==> src/rtl/cpu_pipe_pkg.sv <==
// Shared types for elastic CPU pipeline stage registers.
// Occupancy helper lets control logic reason in entries rather than encodings.
package cpu_pipe_pkg;

  typedef enum logic [1:0] {
    EMPTY = 2'd0,
    ONE   = 2'd1,
    FULL  = 2'd2
  } pipe_state_t;

  localparam logic [1:0] PIPE_DEPTH = 2'd2;

  function automatic logic [1:0] pipe_occupancy(input pipe_state_t s);
    case (s)
      EMPTY:   return 2'd0;
      ONE:     return 2'd1;
      FULL:    return 2'd2;
      default: return 2'd0;
    endcase
  endfunction

endpackage

==> src/rtl/flopenr.sv <==
// Enabled register with synchronous active-high clear.
// One-cycle latency; holds its value whenever en is low.
module flopenr #(
  parameter int WIDTH = 8
) (
  input  logic             clk,
  input  logic             reset,
  input  logic             en,
  input  logic [WIDTH-1:0] d,
  output logic [WIDTH-1:0] q
);

  logic [WIDTH-1:0] q_q;
  logic [WIDTH-1:0] q_d;

  always_comb begin
    q_d = q_q;
    if (en) begin
      q_d = d;
    end
  end

  always_ff @(posedge clk) begin
    if (reset) begin
      q_q <= '0;
    end else begin
      q_q <= q_d;
    end
  end

  assign q = q_q;

endmodule

==> src/rtl/pipe_skid_reg.sv <==
// Two-entry skid pipeline register; one-cycle latency, 1 word/cycle sustained.
// Backpressure: in_ready is registered and drops only once the skid entry is occupied.
module pipe_skid_reg
  import cpu_pipe_pkg::*;
#(
  parameter int WIDTH = 8
) (
  input  logic             clk,
  input  logic             reset,
  input  logic             flush,
  input  logic             in_valid,
  output logic             in_ready,
  input  logic [WIDTH-1:0] in_data,
  output logic             out_valid,
  input  logic             out_ready,
  output logic [WIDTH-1:0] out_data
);

  pipe_state_t      state_q, state_d;
  logic             out_valid_q, out_valid_d;
  logic             in_ready_q, in_ready_d;
  logic             main_en, skid_en;
  logic [WIDTH-1:0] main_d, main_q, skid_q;
  logic             in_xfer, out_xfer;
  logic [1:0]       occ_d;

  assign in_xfer  = in_valid && in_ready_q;
  assign out_xfer = out_valid_q && out_ready;

  always_comb begin
    state_d = state_q;
    main_en = 1'b0;
    main_d  = in_data;
    skid_en = 1'b0;
    if (flush) begin
      // Squash drops any incoming word; main keeps its stale contents.
      state_d = EMPTY;
    end else begin
      case (state_q)
        EMPTY: begin
          if (in_xfer) begin
            state_d = ONE;
            main_en = 1'b1;
          end
        end
        ONE: begin
          if (in_xfer && out_xfer) begin
            main_en = 1'b1;
          end else if (in_xfer) begin
            state_d = FULL;
            skid_en = 1'b1;
          end else if (out_xfer) begin
            state_d = EMPTY;
          end
        end
        FULL: begin
          if (out_xfer) begin
            state_d = ONE;
            main_en = 1'b1;
            main_d  = skid_q;
          end
        end
        default: state_d = EMPTY;
      endcase
    end
    occ_d       = pipe_occupancy(state_d);
    out_valid_d = (occ_d != 2'd0);
    in_ready_d  = (occ_d != PIPE_DEPTH);
  end

  always_ff @(posedge clk) begin
    if (reset) begin
      state_q     <= EMPTY;
      out_valid_q <= 1'b0;
      in_ready_q  <= 1'b1;
    end else begin
      state_q     <= state_d;
      out_valid_q <= out_valid_d;
      in_ready_q  <= in_ready_d;
    end
  end

  flopenr #(.WIDTH(WIDTH)) u_main (
    .clk   (clk),
    .reset (reset),
    .en    (main_en),
    .d     (main_d),
    .q     (main_q)
  );

  flopenr #(.WIDTH(WIDTH)) u_skid (
    .clk   (clk),
    .reset (reset),
    .en    (skid_en),
    .d     (in_data),
    .q     (skid_q)
  );

  assign out_data  = main_q;
  assign out_valid = out_valid_q;
  assign in_ready  = in_ready_q;

endmodule
==> config.mk <==
export PLATFORM = sky130hd
export DESIGN_NAME = pipe_skid_reg
export DESIGN_NICKNAME = d
export VERILOG_FILES = /design/src/rtl/cpu_pipe_pkg.sv /design/src/rtl/flopenr.sv /design/src/rtl/pipe_skid_reg.sv
export SDC_FILE = /design/constraint.sdc
export NUM_CORES = 1
export LEC_CHECK = 0
export ABC_AREA = 1
export CAP_MARGIN = 5
export CORE_UTILIZATION = 50
export DETAILED_ROUTE_END_ITERATION = 8
export DONT_BUFFER_PORTS = 1
export GPL_TIMING_DRIVEN = 0
export SKIP_LAST_GASP = 1
export SLEW_MARGIN = 20
export SYNTH_ARGS = -nofsm -noshare
export SYNTH_HDL_FRONTEND = slang
export SYNTH_SLANG_ARGS = --single-unit
export TNS_END_PERCENT = 5
==> constraint.sdc <==
create_clock -name clk -period 1.9 [get_ports clk]
set_clock_uncertainty 0.15 [all_clocks]
set_input_delay 0.285 -clock clk [delete_from_list [all_inputs] [get_ports clk]]
set_output_delay 0.285 -clock clk [all_outputs]
set_load 0.02 [all_outputs]
==> flow_summary_export.csv <==
group,metric,value,unit
logic_synthesis,yosys.area_share.simple,41.1,%
floorplanning,die_width,46.2,um
sta,tightest_slew,0.384,ns
logic_synthesis,synth_nets,163,
sta,max_freq,0.585,GHz
final_layout,num_antenna_cells,0,
logic_synthesis,netlist_instances,149,
grt,grt_pass1_wl,3.08,mm
logic_synthesis,syn_area,975,um^2
routing,post_drt_via_cell_ratio,4.85,
sta,fin_crit_sh,90.0,%
grt,grt_pass1_vias,739,
logic_synthesis,synth_cell_type_count,19,
routing,drcViolationCount,0,
setup_path,worstSetupPathType,"reg2reg",
sta,period_needed,1.71,ns
floorplanning,dieArea,2130,um^2
setup_path,end_kind,"register",
logic_synthesis,synth_mux_area_share,0,%
placement,port_buffers,0,
sta,drv_slew,0,
logic_synthesis,synth_top_family_by_area,"simple AND/OR/NAND/NOR gates",
routing,wirelength,2.05,mm
flow_run,cap_viol_max_count,0,
logic_synthesis,seq_area_frac_synth,41.1,%
logic_synthesis,synth_top_cell_by_area,"dfxtp_1",
logic_synthesis,synth_compound_area_share,6.42,%
setup_path,slowest_delay,0.43,ns
floorplanning,coreArea,1780,um^2
final_layout,areaGrowthSynthToFinish,11.9,%
clock_network,clkTransAtPathRegs,0.13,ns
hold_path,hp-class,"in2reg",
floorplanning,rows,15,
power,p_per_area,842,nW/um^2
logic_synthesis,netlist.area_leader.share,41.1,%
clock_network,cts_tree,"yes",
sta,rsz0062_at_grt,"false",
routing,wl_per_cell,11.3,um
routing,vias,877,
clock_network,cts_buffers,3,
setup_path,crit_family,"simple AND/OR/NAND/NOR gates",
setup_path,cp.required,1.99,ns
placement,dp_hpwl,1.45,mm
clock_network,cts.sinks,20,
power,p_leak,0.538,nW
setup_path,worstPathCellList,"nand2_2, inv_1, nand2_1, nand2_1, nand2_4, buf_8, nand2_1, inv_1, ha_1, nor2_1",
sta,finalSetupViolations,0,
clock_network,insertion_delay,0.30,ns
final_layout,drive_above_1_share,12.2,%
sta,tns,0,ns
logic_synthesis,yosysWarningCount,0,
sta,finalHoldViolations,0,
routing,ant_nets,0,
power,ir_drop,0.482,mV
routing,drtIter0Drc,28,
logic_synthesis,synth.area.top_cells,"dfxtp_1 41%, nand2_1 18%, nor2_1 13%",
setup_path,cpMostUsedCell,"nand2_1",
run_status,status,"complete, no violations",
routing,firstDrtPassIters,4,
grt,grt_use_total,21.0,%
clock_network,root_buffer,"clkbuf_4",
clock_network,cts_buffer_depth,2,
grt,grt_max_degree,13,
grt,antenna_found_initial,0,
power,p_total,0.000918,W
placement,gp_congestion,0.741,
clock_network,htreeDepth,1,
floorplanning,initial_utilization,54.7,%
logic_synthesis,avgSynthCellArea,6.54,um^2
logic_synthesis,ys_ff_latch,20,
clock_network,cts_setup_buffers,0,
setup_path,critPathBufInv,3,
setup_path,worstPathMaxFanout,10,
final_layout,layout.cells.non_filler,181,
logic_synthesis,synth_xor_xnor_area_share,0,%
floorplanning,die_h,46.2,um
final_layout,final_nets,171,
final_layout,finish.utilization,61.2,%
setup_path,cp.arrival,1.80,ns
logic_synthesis,yosys.area_share.adder,1.28,%
floorplanning,top_level_ports,23,
setup_path,worstSetupStartpointType,"register",
grt,grt-ovfl-total,0,
setup_path,cp_slowest_cell,"dfxtp_2",
sta,relSlewSlack,74.4,%
placement,dpl.cell_count,174,
[final timing paths]
path / from / endpoint / slack [ns] / cells past startpoint
worst min register to register: u_skid.q[5] / u_skid.q[5] / 0.35 / 2
worst min-delay path: in_data[2] / u_skid.q[2] / 0.003 / 2
worst max register to register: out_valid / out_valid / 0.19 / 10
worst max-delay path: out_valid / out_valid / 0.19 / 10
[sequential cells by signal, indices dropped and copies added, names as in the netlist]
signal	count
out_valid	1
in_ready	1
u_main.q	8
u_skid.q	8
state_q	2
[cell families (layout without fill, tap and decap cells)]
kind of cell / count (synthesis) / after routing
AOI/OAI and AO/OA: 11 / 11
adders and majority gates: 1 / 1
buffers and inverters: 21 / 28
DFF: 20 / 20
and+or+nand+nor: 96 / 96
[worst register-to-register path, cell delays in order, from the launching register on]
cell	delay, ns
dfxtp_2	0.43
nand2_2	0.11
inv_1	0.08
nand2_1	0.06
nand2_1	0.10
nand2_4	0.10
buf_8	0.16
nand2_1	0.06
inv_1	0.04
ha_1	0.27
nor2_1	0.09
[layer usage]
layer / share of wire [%] / track usage [%] / wire length [um] / up-vias
li1: - / - / - / 464
met1: 47 / 29.1 / 959 / 382
met2: 47 / 31.5 / 957 / 29
met3: 5.9 / 4.71 / 122 / 2
met4: 0.63 / 7.65 / 13 / 0
met5: 0 / 0 / 0 / -
[layout make-up]
cell class,count,area (um^2)
Fill cell,186,692
Multi-Input combinational cell,108,475
Sequential cell,20,403
Inverter,17,63.8
Buffer,4,35.0
Tap cell,25,31.3
Clock inverter,1,30.0
Timing Repair Buffer,3,30.0
Clock buffer,3,22.5
[cell usage in the layout, fill, tap and decap left out]
cell type | netlist | routed
nand2_1 | 47 | 47
nor2_1 | 34 | 34
dfxtp_1 | 20 | 18
inv_1 | 14 | 14
nand3_1 | 9 | 9
o21ai_0 | 8 | 8
inv_2 | 3 | 3
clkbuf_4 | 0 | 3
dlygate4sd3_1 | 0 | 3
a21oi_2 | 2 | 2
nor2_4 | 2 | 2
dfxtp_2 | 0 | 2
buf_6 | 1 | 1
nor3_1 | 1 | 1
nor2_2 | 1 | 1
nand2_2 | 1 | 1
nand2_4 | 1 | 1
buf_8 | 1 | 1
buf_2 | 1 | 1
clkbuf_1 | 1 | 1
a21oi_1 | 1 | 1
ha_1 | 1 | 1
bufinv_16 | 0 | 1
[per-stage QoR]
stage	area [um^2]	hold WS, ns	setup slack [ns]
CTS	1070	0.00139	0.0810
detailed placement	1010	0.206	0.111
global placement	1010	0.198	0.128
floorplan	975	0.197	0.217
finish	1090	0.00290	0.191
global route	1090	0.00302	0.0707
[cell usage after synthesis]
| cell type | n |
|---|---|
| a21oi_1 | 1 |
| a21oi_2 | 2 |
| buf_2 | 1 |
| buf_6 | 1 |
| buf_8 | 1 |
| clkbuf_1 | 1 |
| dfxtp_1 | 20 |
| ha_1 | 1 |
| inv_1 | 14 |
| inv_2 | 3 |
| nand2_1 | 47 |
| nand2_2 | 1 |
| nand2_4 | 1 |
| nand3_1 | 9 |
| nor2_1 | 34 |
| nor2_2 | 1 |
| nor2_4 | 2 |
| nor3_1 | 1 |
| o21ai_0 | 8 |
[where the power goes]
| part | switching (W) | internal (W) |
|---|---|---|
| registers | 0.0000304 | 0.000439 |
| logic | 0.0000586 | 0.0000380 |
| clock network | 0.000139 | 0.000213 |
[timing repair]
action | CTS | global route
endpoints found under the setup margin | 0 | 1
hold endpoints to repair | 3 | 2
resized for setup | 0 | 2
hold buffers | 1 | 2
(Power assumes the default switching activity.)
==> patch 1, RTL diff (same settings) <==
Encoding of `pipe_state_t`: now one-hot (3 bits for 3 states).
--- a/src/rtl/cpu_pipe_pkg.sv
+++ b/src/rtl/cpu_pipe_pkg.sv
@@ -4,6 +4,6 @@
 
-  typedef enum logic [1:0] {
-    EMPTY = 2'd0,
-    ONE   = 2'd1,
-    FULL  = 2'd2
+  typedef enum logic [2:0] {
+    EMPTY = 3'b001,
+    ONE   = 3'b010,
+    FULL  = 3'b100
   } pipe_state_t;
Check against the original RTL: same outputs for any inputs over 10 cycles, from zero or initial values and one cycle with reset high; not proved beyond that.
==> patch 1 against the unedited design <==
Wire length down 2.2%. Highest routed layer unchanged. Synthesized area up 2.7%. Sequential power up 3%. First-iteration DRC count up 7.1%. Cell count up 4.4%. Sequential cell count up 1. Count of clock-buffer cells in the layout unchanged. Cell area up 4.5%. Setup slack worse by 0.037 ns. Critical path depth down 1. Synthesized cell count up 2.0%. Power down 12%. Largest cell class unchanged.
==> patch 1: results (changes against the unedited design) <==
- Avg Cell Area, Syn: 6.59 sq um (was 6.54 sq um)
- R2R depth: 9 (was 10)
- DRC marker count from the first detailed-route iteration: 30 (was 28)
- Clk_lat worst skew: 0.32 ns (was 0.30 ns)
- Outcome: complete, no violations (unchanged)
- Yosys top cell area share: 0.420 (was 0.411)
- GRT Util Overall: 0.204 (was 0.210)
- Distinct cell type count after synthesis: 17 (was 19)
- Maximum VDD drop: 541 uV (was 482 uV)
- Global-route wire length before repair: 3070 um (was 3080 um)
- R2R Path End: u_main.q[0]$_SDFFE_PP0P_ (was out_valid$_SDFF_PP0_)
- Vias in the first global route: 774 (was 739)
- Layout cell share with drive strength beyond 1: 0.134 (was 0.122)
- Sequential cell area fraction in the yosys report: 0.420 (was 0.411)
- Total power: 0.810 mW (was 0.918 mW)
- DR vias/cell: 4.83 (was 4.85)
- DP HPWL: 1420 um (was 1450 um)
- Slew HR: 0.835 (was 0.744)
- Hold Path Origin: in_data[5] (was in_data[2])
- Drt pass-1 iters: 6 (was 4)
- Vias: 912 (was 877)
- Sequential Power: 0.484 mW (was 0.470 mW)
- Final nets: 178 (was 171)
- Met3 wire len: 90 um (was 122 um)
- Slowest cell on crit path: dfxtp_1 (was dfxtp_2)
- Met1 WL: 967 um (was 959 um)
- Final wirelength: 2010 um (was 2050 um)
- DP Cell Count: 177 (was 174)
- Net Count, Synth: 165 (was 163)
- Met1 GRT Util: 0.258 (was 0.291)
[patch 1: what timing repair did]
action	4_1_cts	5_1_grt
hold endpoints to repair	8	0
hold buffers	8	0
endpoints found under the setup margin	0	0
[patch 1: logic make-up after synthesis]
kind of cell | Yosys count
DFF | 21
and+or+nand+nor | 98
AOI/OAI and AO/OA | 12
buffers and inverters | 21
[patch 1: stage by stage]
stage / instance area, sq um / util / setup WS (ns)
after floorplan: 1000 / - / 0.446
after global placement: 1030 / 0.573 / 0.225
after detailed placement: 1030 / 0.573 / 0.208
after CTS: 1140 / 0.633 / 0.184
after global routing: 1140 / 0.633 / 0.0772
final: 1140 / 0.633 / 0.153
[patch 1: layout make-up]
cell class,count,area share
Multi-Input combinational cell,110,0.430
Sequential cell,21,0.369
Timing Repair Buffer,8,0.0703
Inverter,18,0.0604
Tap cell,25,0.0274
Clock buffer,3,0.0198
Buffer,3,0.0187
Clock inverter,1,0.00439
==> patch 2, RTL diff (same settings) <==
Without the edit above. `WIDTH` is set to 8 in 2 places; all go to 12.
--- a/src/rtl/flopenr.sv
+++ b/src/rtl/flopenr.sv
@@ -3,3 +3,3 @@
 module flopenr #(
-  parameter int WIDTH = 8
+  parameter int WIDTH = 12
 ) (
--- a/src/rtl/pipe_skid_reg.sv
+++ b/src/rtl/pipe_skid_reg.sv
@@ -5,3 +5,3 @@
 #(
-  parameter int WIDTH = 8
+  parameter int WIDTH = 12
 ) (
Interface: changed (resized in_data and out_data); port bits go from 23 to 31. The function was not compared with the original's and may differ.
==> patch 2 against the unedited design <==
Wire length is 42% higher. Combinational power rose by 52%. Power rose by 31%. Setup slack worse by 0.043 ns. Synthesized area grew 38%. First-iteration DRC count shrank 18%. Cell area increased by 44%. Sequential cell count grew 8. Global-route usage is 0.61 points higher. Critical endpoint unchanged. Largest cell class unchanged.
==> patch 2: results (changes against the unedited design) <==
- Leak Pwr: 0.764 nW (was 0.538 nW)
- Hold crit path type: in -> reg (unchanged)
- Outcome: complete, no violations (unchanged)
- Finished Layout Cells: 253 (was 181)
- Maximum VDD drop: 710 uV (was 482 uV)
- Met1 GRT Util: 0.296 (was 0.291)
- Hold Path Origin: out_ready (was in_data[2])
- Global-route wire length before repair: 4400 um (was 3080 um)
- Clk_lat worst skew: 0.33 ns (was 0.30 ns)
- Hold path depth: 3 (was 2)
- Vias: 1188 (was 877)
- Top cells by count, synth: nand2_1, nor2_1, dfxtp_1, inv_1, nand3_1 (unchanged)
- Wire length on met2: 1370 um (was 957 um)
- Sequential cell area fraction in the yosys report: 0.416 (was 0.411)
- Worst-path clk slew: 0.16 ns (was 0.13 ns)
- Met1 WL: 1420 um (was 959 um)
- Hold Crit Endpoint: state_q[0]$_SDFF_PP0_ (was u_skid.q[2]$_SDFFE_PP0P_)
- Max Transition Viols Final: 0 (unchanged)
- WP data arrival: 1.88 ns (was 1.80 ns)
- DRC marker count from the first detailed-route iteration: 23 (was 28)
- Critical R2R Launch: in_ready$_SDFF_PP1_ (was out_valid$_SDFF_PP0_)
- Vias in the first global route: 1013 (was 739)
- Drt wl/cell: 11.5 um (was 11.3 um)
- Slew HR: 0.685 (was 0.744)
- Top area cells in the synthesized netlist: dfxtp_1, nand2_1, nor2_1, nand3_1, inv_1 (was dfxtp_1, nand2_1, nor2_1, inv_1, nand3_1)
- Gate Count Post-Synth: 206 (was 149)
- Pre-CTS setup slack: 0.118 ns (was 0.111 ns)
- R2R Path End: out_valid$_SDFF_PP0_ (unchanged)
- Yosys top cell area share: 0.416 (was 0.411)
- Dpl cell area: 1380 sq um (was 1010 sq um)
- Distinct cell type count after synthesis: 19 (unchanged)
- GRT Util Overall: 0.216 (was 0.210)
- Met2 global-route usage: 0.344 (was 0.315)
- Final nets: 242 (was 171)
- Largest net degree at the start of global routing: 17 (was 13)
- Worst hold slack: 0.0172 ns (was 0.00290 ns)
- GR Layer Usage met3: 0.0282 (was 0.0471)
- Buffers on Ports: 0 (unchanged)
- Final weighted congestion in routability-driven placement: 0.883 (was 0.741)
- Layout cell share with drive strength beyond 1: 0.117 (was 0.122)
- DP Cell Count: 236 (was 174)
- Net Count, Synth: 224 (was 163)
- Antenna diodes: 0 (unchanged)
- H-tree depth: 1 (unchanged)
- DP HPWL: 2100 um (was 1450 um)
- Met3 wire len: 105 um (was 122 um)
patch 2: worst max-delay path: stages, from the launching register on:
cell	delay, ns
dfxtp_1	0.48
nand2_1	0.11
inv_1	0.09
nand2_1	0.07
nand2_2	0.08
nand2_4	0.09
buf_6	0.15
nand2_1	0.06
inv_1	0.04
ha_1	0.27
nor2_1	0.11
patch 2: what timing repair did:
item	in CTS	in global routing
gates resized for setup	0	1
setup endpoints to repair	0	1
hold buffers	13	0
hold endpoints to repair	15	0
patch 2: area by class of cell:
type | instances | area, sq um
timing repair buffer | 13 | 130
tap | 30 | 37.5
multi-input combinational | 148 | 637
clock inverter | 1 | 30.0
inverter | 21 | 78.8
sequential | 28 | 562
fill | 245 | 932
clock buffer | 3 | 22.5
buffer | 9 | 70.1
patch 2: kinds of logic after synthesis:
kind of cell,count (synthesis),synth area share
fa+ha+maj,1,0.00929
flops,28,0.416
compound gates,15,0.0586
simple gates,132,0.405
buf+inv,30,0.111
patch 2: worst max path at each step:
| stage | from | end | slack [ns] | cells past startpoint |
|---|---|---|---|---|
| after global placement | out_valid$_SDFF_PP0_ | out_valid$_SDFF_PP0_ | 0.13 | 10 |
| after floorplan | out_valid$_SDFF_PP0_ | out_valid$_SDFF_PP0_ | 0.23 | 10 |
| after global routing | in_ready$_SDFF_PP1_ | out_valid$_SDFF_PP0_ | 0.04 | 10 |
| after CTS | out_valid$_SDFF_PP0_ | out_valid$_SDFF_PP0_ | 0.08 | 10 |
| after detailed placement | out_valid$_SDFF_PP0_ | out_valid$_SDFF_PP0_ | 0.12 | 10 |
| final | in_ready$_SDFF_PP1_ | out_valid$_SDFF_PP0_ | 0.15 | 10 |
patch 2: power by group:
group	switching, mW	internal (mW)
clock	0.185	0.213
combinational	0.0825	0.0644
sequential	0.0423	0.616
